## src/rtl/shift_operand_sweeper.sv

```systemverilog
// shift_operand_sweeper
//
// Upstream stimulus stage for a shift cell under test. A start pulse walks
// every (A,B) operand pair in A-major order, presenting each pair on a_o/b_o
// with valid_o high until the downstream capture stage takes it (ready_i).
// Each A group is preceded by a settle gap with valid_o low so the shift cell
// can settle on the new A value before any pair is captured. A single pass
// ends with a one-cycle done_o pulse.
//
// Build option:
//   SWEEP_SIGNED_B_EN  when defined, B is swept in two's-complement order
//                      (most negative first, most positive last) for the
//                      signed-B shift cell. Undefined: plain unsigned order.
//
// Ports:
//   clk      in   1        rising-edge clock
//   rst      in   1        asynchronous, active-high reset
//   start    in   1        begin a sweep; only looked at while idle
//   ready_i  in   1        downstream accepts the current pair
//   a_o      out  WIDTH_A  A operand to the shift cell
//   b_o      out  WIDTH_B  B (shift amount) operand to the shift cell
//   valid_o  out  1        a_o/b_o are stable and form a valid pair
//   busy_o   out  1        sweep in progress
//   done_o   out  1        one-cycle pulse after the last pair transfers

module shift_operand_sweeper #(
  parameter int WIDTH_A     = 2,
  parameter int WIDTH_B     = 2,
  parameter int HOLD_CYCLES = 1,
  parameter int GAP_CYCLES  = 10
) (
  input  logic               clk,
  input  logic               rst,
  input  logic               start,
  input  logic               ready_i,
  output logic [WIDTH_A-1:0] a_o,
  output logic [WIDTH_B-1:0] b_o,
  output logic               valid_o,
  output logic               busy_o,
  output logic               done_o
);

  // Counter widths sized so the terminal value always fits; a width of 1 is
  // kept for degenerate settings so no zero-width vector appears.
  localparam int HW = (HOLD_CYCLES > 1) ? $clog2(HOLD_CYCLES) : 1;
  localparam int GW = (GAP_CYCLES > 1) ? $clog2(GAP_CYCLES) : 1;

  localparam logic [HW-1:0] HOLD_LAST = HW'(HOLD_CYCLES - 1);
  localparam logic [GW-1:0] GAP_LAST  = GW'((GAP_CYCLES > 0) ? GAP_CYCLES - 1 : 0);

  localparam logic [WIDTH_A-1:0] A_LAST = '1;

  // Both orders step B by +1 with natural wrap; only the starting point and
  // the final value differ. Signed order starts at the sign bit alone
  // (most negative) and ends on its complement (most positive).
`ifdef SWEEP_SIGNED_B_EN
  localparam logic [WIDTH_B-1:0] B_FIRST = WIDTH_B'(1) << (WIDTH_B - 1);
  localparam logic [WIDTH_B-1:0] B_LAST  = ~B_FIRST;
`else
  localparam logic [WIDTH_B-1:0] B_FIRST = '0;
  localparam logic [WIDTH_B-1:0] B_LAST  = '1;
`endif

  typedef enum logic [1:0] {
    IDLE,
    GAP,
    DRIVE,
    DONE
  } state_t;

  state_t        state;
  logic [HW-1:0] hold_cnt;
  logic [GW-1:0] gap_cnt;
  logic          hold_met;
  logic          transfer;

  // The hold counter saturates at its terminal value, so equality is enough
  // to say the minimum hold time has been met and a stalled pair stays ready
  // to go the moment ready_i returns.
  assign hold_met = (hold_cnt == HOLD_LAST);
  assign transfer = (state == DRIVE) && hold_met && ready_i;

  // Whole sweep sequencer. All outputs are registered and updated on the same
  // edge as the state change so valid_o, a_o and b_o always move together.
  // In DRIVE nothing changes on the operand bus until a transfer, which is
  // what keeps a stalled pair stable for as long as ready_i stays low.
  always_ff @(posedge clk or posedge rst) begin
    if (rst) begin
      state    <= IDLE;
      a_o      <= '0;
      b_o      <= B_FIRST;
      valid_o  <= 1'b0;
      busy_o   <= 1'b0;
      done_o   <= 1'b0;
      hold_cnt <= '0;
      gap_cnt  <= '0;
    end else begin
      done_o <= 1'b0;
      case (state)
        IDLE: begin
          if (start) begin
            a_o      <= '0;
            b_o      <= B_FIRST;
            busy_o   <= 1'b1;
            hold_cnt <= '0;
            gap_cnt  <= '0;
            if (GAP_CYCLES == 0) begin
              state   <= DRIVE;
              valid_o <= 1'b1;
            end else begin
              state   <= GAP;
              valid_o <= 1'b0;
            end
          end
        end

        GAP: begin
          if (gap_cnt == GAP_LAST) begin
            gap_cnt  <= '0;
            hold_cnt <= '0;
            valid_o  <= 1'b1;
            state    <= DRIVE;
          end else begin
            gap_cnt <= gap_cnt + GW'(1);
          end
        end

        DRIVE: begin
          if (transfer) begin
            hold_cnt <= '0;
            if (b_o != B_LAST) begin
              b_o <= b_o + WIDTH_B'(1);
            end else if (a_o != A_LAST) begin
              a_o <= a_o + WIDTH_A'(1);
              b_o <= B_FIRST;
              if (GAP_CYCLES == 0) begin
                valid_o <= 1'b1;
              end else begin
                valid_o <= 1'b0;
                gap_cnt <= '0;
                state   <= GAP;
              end
            end else begin
              valid_o <= 1'b0;
              busy_o  <= 1'b0;
              done_o  <= 1'b1;
              state   <= DONE;
            end
          end else if (!hold_met) begin
            hold_cnt <= hold_cnt + HW'(1);
          end
        end

        DONE: begin
          state <= IDLE;
        end

        default: begin
          state <= IDLE;
        end
      endcase
    end
  end

endmodule
```

## config.mk

```make
export PLATFORM = sky130hd
export DESIGN_NAME = shift_operand_sweeper
export DESIGN_NICKNAME = d
export VERILOG_FILES = /design/src/rtl/shift_operand_sweeper.sv
export SDC_FILE = /design/constraint.sdc
export NUM_CORES = 1
export LEC_CHECK = 0
export CORE_MARGIN = 2
export CORE_UTILIZATION = 40
export CTS_BUF_LIST = sky130_fd_sc_hd__clkbuf_16
export DETAILED_ROUTE_END_ITERATION = 6
export DONT_BUFFER_PORTS = 1
export HOLD_SLACK_MARGIN = 0.02
export PLACE_DENSITY = 0.62
export SLEW_MARGIN = 15
export SYNTH_ARGS = -nofsm -noshare
export SYNTH_HDL_FRONTEND = slang
export SYNTH_SLANG_ARGS = --single-unit
```

## constraint.sdc

```tcl
create_clock -name clk -period 2.9 [get_ports clk]
set_input_delay 0.725 -clock clk [delete_from_list [all_inputs] [get_ports clk]]
set_output_delay 0.725 -clock clk [all_outputs]
set_load 0.02 [all_outputs]
```

==> results.cfg, run 1 <==
[logic_synthesis]
synth_edf_count = 0
syn-num-nets = 89
avgSynthCellArea_sq_um = 9.72
yosysMostFrequentCell = dfrtp_1
ys_warn_count = 0
synth_common_cells = dfrtp_1, nand2_1, o21ai_0
ys_top_cells_by_area = dfrtp_1, ha_1, o21ai_0
synthCells = 79
async_flop_share_pct = 100
yosysTopAreaCell = dfrtp_1
synth-seq-cells = 13
synth-main-ff-cell = dfrtp_1
syn-cell-area_sq_um = 768
synth_cell_types = 28
synth_top_area_share_pct = 42.3
ys_seq_area_share_pct = 42.3

[grt]
grt_first_pass_wirelength_um = 2390
grtUsageTotal_pct = 15.7
grt_max_degree = 17
grt_pass1_vias = 519
grt_antenna_before_repair = 0
grt-ovfl-total = 0

[critical_path]
critical_path_class = reg2reg
crit_family = compound AO/OA/AOI/OAI gates
arrival_ns = 1.84
cp_slowest_cell = dfrtp_1
crit_buf_inv = 0
required_ns = 3.03
cp_max_fo = 6
end_kind = register
critPathMaxStageDelay_ns = 0.49
worstPathCellList = ha_1, nand3b_4, o31a_1, o21bai_1, a21o_1
critical_path.startpoint_type = register

[final_layout]
syn_to_final_growth_pct = 12.2
final_nets = 92
fill_cells = 167
diodes = 0
drive_above_1_share_pct = 8.64

[die]
io_pins = 11
core_sq_um = 1760
die_y_um = 47.8
fp-row-count = 15
start_util_pct = 43.5
dieArea_sq_um = 2290
die_w_um = 47.8

[clocking]
cts_resized = 0
cts_tree = done
cts.sinks = 13
cts_hold_buffers = 0
cts_max_level = 1
clk_latency_ns = 0.24
cts_max_path_buffers = 2
cts_made_buffers = 3
postCtsSetupBuffers = 0
cts_root_buf = clkbuf_16
cts.clk_slew.worst_paths_ns = 0.05

[drt]
vias = 551
vias_per_cell = 5.20
antenna_left = 0
drt-initial-drc-count = 15
drc_errors = 0
drt_pass1_iterations = 4
routedWlPerCell_um = 13.2
wirelength_um = 1400

[timing]
period_minus_slack_ns = 1.71
max-slew-margin-rel_pct = 66.7
fmax_ghz = 0.585
slew_viol_final = 0
hold_viol_final = 0
post-route-period-util_pct = 58.9
tightest_slew_ns = 0.499
grt_setup_unrepaired = false
setup_viol = 0
skew_ns = 0.00246
timing.setup.tns_ns = 0

[min_path]
min_path_type = in2async

[power_and_ir_drop]
p_leak_nw = 0.432
p_total_mw = 0.706
ir_drop_mv = 0.604
power_density_nw_per_um2 = 819

[outcome]
outcome = completed

[placed_design]
hpwl_um = 1050
port_buffers = 0
gp_congestion = 0.823

[job]
maxCapViolations = 0
-- layer usage --
| metal | track usage (%) | wire (um) | share of wire [%] |
|---|---|---|---|
| met4 | 4.86 | 17 | 1.2 |
| met2 | 22.7 | 588 | 42 |
| met1 | 21.1 | 713 | 51 |
| met5 | 0 | 0 | 0 |
| met3 | 6.79 | 79 | 5.6 |
-- cell type report --
type	count	area [sq um]	area share (%)
Inverter	5	23.8	2.76
Clock inverter	1	3.75	0.435
Sequential cell	13	325	37.7
Multi-Input combinational cell	59	403	46.7
Tap cell	25	31.3	3.63
Clock buffer	3	75.1	8.71
-- sequential cells by signal, indices dropped and copies added (netlist names) --
name     flops
valid_o      1
busy_o       1
a_o          2
state        2
gap_cnt      4
done_o       1
b_o          2
-- stage by stage --
step | area (sq um) | hold slack (ns) | worst slack, ns | util [%] | instances
CTS | 862 | 0.416 | 1.18 | 48.9 | 106
finish | 862 | 0.397 | 1.19 | 48.9 | 106
floorplan | 768 | 0.495 | 1.29 | - | 79
detailed placement | 783 | 0.528 | 1.18 | 44.4 | 102
global placement | 783 | 0.540 | 1.22 | 44.4 | 102
global route | 862 | 0.452 | 1.10 | 48.9 | 106
-- final timing paths --
check	to	slack, ns	startpoint	cells past startpoint
min in group clk	gap_cnt[3]$_DFFE_PP0P_	0.54	gap_cnt[3]$_DFFE_PP0P_	1
setup / recovery	gap_cnt[2]$_DFFE_PP0P_	1.19	a_o[0]$_DFFE_PP0P_	5
hold / removal	gap_cnt[1]$_DFFE_PP0P_	0.40	rst	1
hold reg to reg	gap_cnt[3]$_DFFE_PP0P_	0.54	gap_cnt[3]$_DFFE_PP0P_	1
max in group asynchronous	b_o[1]$_DFFE_PP0P_	2.17	rst	1
setup reg to reg	gap_cnt[2]$_DFFE_PP0P_	1.19	a_o[0]$_DFFE_PP0P_	5
-- cell usage in the layout (no fill, tap or decap), types with 2 or more instances in the layout --
| cell | n |
|---|---|
| a22oi_1 | 2 |
| inv_1 | 5 |
| o22ai_1 | 2 |
| mux2i_1 | 2 |
| a21oi_1 | 4 |
| ha_1 | 6 |
| dfrtp_1 | 13 |
| nor3_1 | 2 |
| nor2_1 | 4 |
| nand2_1 | 8 |
| o2bb2ai_1 | 2 |
| a21o_1 | 3 |
| o21ai_0 | 7 |
| nand3_1 | 5 |
| o21bai_1 | 2 |
| clkbuf_16 | 3 |
-- kinds of logic (layout without fill, tap and decap cells) --
group           count (synthesis)  count (layout)  share of synthesized area [%]
flops                          13              13                           42.3
buf+inv                         7               9                           5.21
simple gates                   27              27                           19.5
compound gates                 24              24                           20.5
fa+ha+maj                       6               6                           9.77
mux                             2               2                           2.61
-- where the power goes --
group	total [mW]	leakage (nW)	switching, mW	internal (mW)
clock network	0.256	0.0423	0.0746	0.182
logic	0.155	0.225	0.0753	0.0795
registers	0.295	0.164	0.0735	0.222
total	0.706	0.432	0.223	0.483
Power figures use the tool's default switching activity.
==> inputs of run 2 (changes only) <==
- clock period: 2.9 -> 1.6 ns (I/O delays scaled with it)
==> results.cfg, run 2 (synthesized netlist as in run 1, its figures left out) <==
[critical_path]
cp_slowest_cell = dfrtp_2
cp_max_fo = 5
end_kind = register
crit_family = compound AO/OA/AOI/OAI gates
arrival_ns = 1.68
critical_path.startpoint_type = register
critical_path_class = reg2reg
cp.depth = 5
required_ns = 1.73
critPathMaxStageDelay_ns = 0.40
worstPathCellList = ha_2, nand3b_4, o31a_1, o21bai_1, a21o_1
reg2reg_depth = 5
r2r_slack_ns = 0.05
crit_buf_inv = 0

[timing]
timing.setup.tns_ns = 0
tightest_slew_ns = 0.488
skew_ns = 0.00199
period_minus_slack_ns = 1.55
post-route-period-util_pct = 96.9
fmax_ghz = 0.645
max-slew-margin-rel_pct = 67.4
setup_viol = 0
slew_viol_final = 0
hold_viol_final = 0

[final_layout]
largest_register_ffs = 4
diodes = 0
final_common_cell = dfrtp_1
top_register = gap_cnt
drive_above_1_share_pct = 18.2
final_cell_area_sq_um = 918
fill_cells = 171
final_nets = 99
layout_common_cells = dfrtp_1, nand2_1, o21ai_0, buf_4
syn_to_final_growth_pct = 19.5
post-route-util_pct = 52.1

[clocking]
cts.sinks = 13
cts_made_buffers = 3
cts_max_level = 1
cts_tree = done
cts_hold_buffers = 0
clk_latency_ns = 0.24
cts_root_buf = clkbuf_16
cts.clk_slew.worst_paths_ns = 0.04
cts_max_path_buffers = 2

[job]
maxCapViolations = 0

[drt]
drc_errors = 0
vias = 595
drt_pass1_iterations = 4
vias_per_cell = 5.27
wirelength_um = 1500
drt-initial-drc-count = 12
antenna_left = 0
routedWlPerCell_um = 13.3

[placed_design]
gp_congestion = 0.820
hpwl_um = 1100
placed_cell_area_sq_um = 822
port_buffers = 0

[grt]
grt_first_pass_wirelength_um = 2450
grt_pass1_vias = 599
grt-ovfl-total = 0
grtUsageTotal_pct = 15.9
grt_antenna_before_repair = 0
grt_max_degree = 14

[die]
die_w_um = 47.8
fp-row-count = 15
core_sq_um = 1760
io_pins = 11
dieArea_sq_um = 2290
die_y_um = 47.8
start_util_pct = 43.5

[outcome]
outcome = completed

[min_path]
min_path_type = in2async

[power_and_ir_drop]
power_density_nw_per_um2 = 1440
ir_drop_mv = 0.818
p_leak_nw = 0.464
==> run 2: changes by cell type in the layout (fill, tap and decap cells not counted), sizes merged <==
cell and change:
buf +7
==> run 2: area by class of cell <==
type	instances	area (sq um)	share of cell area [%]
clock inverters	1	3.75	0.409
well taps	25	31.3	3.41
flip-flops and latches	13	327	35.6
clock buffers	3	75.1	8.17
inverters	5	23.8	2.59
repair buffers	7	52.6	5.72
multi-input cells	59	405	44.1
==> run 2: worst register-to-register path, stage by stage (launching register included) <==
cell,delay (ns)
dfrtp_2,0.40
ha_2,0.20
nand3b_4,0.17
o31a_1,0.33
o21bai_1,0.16
a21o_1,0.17
==> run 2: path summary, 6_finish.rpt <==
check / start / endpoint
max: a_o[0]$_DFFE_PP0P_ / gap_cnt[2]$_DFFE_PP0P_
min: rst / a_o[1]$_DFFE_PP0P_
max reg2reg: a_o[0]$_DFFE_PP0P_ / gap_cnt[2]$_DFFE_PP0P_
min reg2reg: gap_cnt[3]$_DFFE_PP0P_ / gap_cnt[3]$_DFFE_PP0P_
max in group asynchronous: rst / a_o[0]$_DFFE_PP0P_
min in group clk: ready_i / done_o$_DFF_PP0_
==> run 2: routing by layer <==
metal | GRT usage (%) | routed length (um) | share of wire [%]
met1 | 20.0 | 764 | 51
met2 | 24.8 | 668 | 45
met3 | 3.40 | 49 | 3.3
met4 | 9.73 | 16 | 1.1
met5 | 0 | 0 | 0
==> run 2: report_power, final <==
group	internal (mW)	switching [mW]	total (mW)
clock	0.329	0.133	0.462
sequential	0.402	0.115	0.517
combinational	0.176	0.165	0.341
total	0.907	0.413	1.32
==> run 2: through the flow <==
step	total power [mW]	hold WS, ns	instances	setup WS (ns)
CTS	1.31	0.101	111	0.0354
global route	1.41	0.107	113	-0.00601
detailed placement	0.838	0.355	107	0.0486
finish	1.32	0.0685	113	0.0492
floorplan	0.763	0.277	79	0.0169
global placement	0.826	0.351	107	0.0765
==> run 2: repair_timing <==
item	in CTS	in global routing
resized for setup	0	1
setup endpoints to repair	0	1
buffers inserted	0	2
==> inputs of run 3 (changes only) <==
- REMOVE_ABC_BUFFERS: unset -> 1
==> results.cfg, run 3 (synthesized netlist as in run 1, its figures left out) <==
[drt]
antenna_left = 0
routedWlPerCell_um = 12.8
drt_pass1_iterations = 4
drc_errors = 0
vias = 610
drt-initial-drc-count = 9
wirelength_um = 1460
vias_per_cell = 5.35

[clocking]
cts_made_buffers = 3
cts_max_path_buffers = 2
cts_tree = done
clk_latency_ns = 0.24
cts_root_buf = clkbuf_16
cts.clk_slew.worst_paths_ns = 0.04
cts_max_level = 1
cts.sinks = 13

[timing]
grt_setup_unrepaired = false
timing.setup.tns_ns = 0
max-slew-margin-rel_pct = 65.3
tightest_slew_ns = 0.520
post-route-period-util_pct = 94.9
holdWs_ns = 0.0828
fmax_ghz = 0.658
setup_viol = 0
hold_viol_final = 0
slew_viol_final = 0
skew_ns = 0.000796
period_minus_slack_ns = 1.52

[critical_path]
cp.depth = 5
worstPathCellList = ha_2, nand3b_4, o31a_1, o21bai_1, a21o_1
critPathMaxStageDelay_ns = 0.38
crit_path_end = gap_cnt[2]$_DFFE_PP0P_
required_ns = 1.73
critical_path.startpoint_type = register
cp_max_fo = 5
end_kind = register
arrival_ns = 1.65
crit_family = compound AO/OA/AOI/OAI gates
startpoint = a_o[0]$_DFFE_PP0P_
crit_buf_inv = 0
cp_slowest_cell = dfrtp_1
r2r-start = a_o[0]$_DFFE_PP0P_
critical_path_class = reg2reg
reg2reg_depth = 5
r2r_slack_ns = 0.08
r2r-end = gap_cnt[2]$_DFFE_PP0P_

[grt]
grt-ovfl-total = 0
grt_first_pass_wirelength_um = 2400
grt_max_degree = 14
grt_pass1_vias = 564
grt_antenna_before_repair = 0
grtUsageTotal_pct = 15.2

[die]
die_w_um = 47.8
fp-row-count = 15
dieArea_sq_um = 2290
core_sq_um = 1760
start_util_pct = 43.5
io_pins = 11
die_y_um = 47.8

[job]
maxCapViolations = 0

[final_layout]
final_common_cell = dfrtp_1
fill_cells = 167
top_register = gap_cnt
diodes = 0
layout_common_cells = dfrtp_1, nand2_1, buf_4, o21ai_0
final_nets = 100
largest_register_ffs = 4
drive_above_1_share_pct = 18.0
syn_to_final_growth_pct = 20.4

[placed_design]
port_buffers = 0
hpwl_um = 1080
gp_congestion = 0.839

[min_path]
min_path_type = in2async

[power_and_ir_drop]
power_density_nw_per_um2 = 1420
ir_drop_mv = 0.765
p_leak_nw = 0.471

[outcome]
outcome = completed
[run 3: cell types whose count changed in the layout (fill, tap and decap cells not counted), sizes merged]
cell | previous run | this run
buf | 7 | 8
[run 3: metal layers]
metal  up-vias  GRT usage, %  part of all wire [%]
met5         -             0                     0
li1        305             -                     -
met2        12          25.1                    48
met1       289          18.8                    46
met4         0          6.49                   1.3
met3         4          3.77                   4.6
[run 3: area by class of cell]
class                      count  area, sq um  area share (%)
multi-input combinational     59          405            43.8
sequential                    13          325            35.2
tap                           25         31.3            3.38
inverter                       5         23.8            2.57
timing repair buffer           8         60.1            6.50
clock inverter                 1         3.75           0.406
clock buffer                   3         75.1            8.12
[run 3: worst register-to-register path, stage by stage, from the launching register on]
cell	delay, ns
dfrtp_1	0.38
ha_2	0.21
nand3b_4	0.18
o31a_1	0.32
o21bai_1	0.16
a21o_1	0.17
[run 3: repair_timing]
item	4_1_cts	5_1_grt
buffers inserted	0	1
hold endpoints to repair	0	0
setup endpoints to repair	0	1
hold buffers	0	0
resized for setup	0	1
[run 3: how the worst min path moves through the flow]
stage / start / end / slack (ns) / cells past startpoint
6_report: rst / gap_cnt[0]$_DFFE_PP0P_ / 0.08 / 1
5_1_grt: rst / a_o[0]$_DFFE_PP0P_ / 0.12 / 1
4_1_cts: rst / a_o[1]$_DFFE_PP0P_ / 0.10 / 1
3_5_place_dp: rst / gap_cnt[2]$_DFFE_PP0P_ / 0.35 / 1
3_3_place_gp: rst / gap_cnt[2]$_DFFE_PP0P_ / 0.35 / 1
2_1_floorplan: rst / a_o[0]$_DFFE_PP0P_ / 0.28 / 1
[run 3: power by group]
part | internal [mW] | total [mW] | switching [mW]
Clock | 0.329 | 0.463 | 0.134
Combinational | 0.172 | 0.350 | 0.178
Sequential | 0.403 | 0.504 | 0.101
[run 3: stage by stage]
stage	utilization [%]	std cells	setup WS (ns)	power [mW]	cell area (sq um)
floorplan	-	77	-0.0135	0.745	752
detailed placement	47.4	109	0.0491	0.843	836
finish	52.4	114	0.0811	1.32	925
CTS	51.8	113	0.0415	1.32	915
global route	52.4	114	0.00190	1.40	925
global placement	47.4	109	0.100	0.833	836
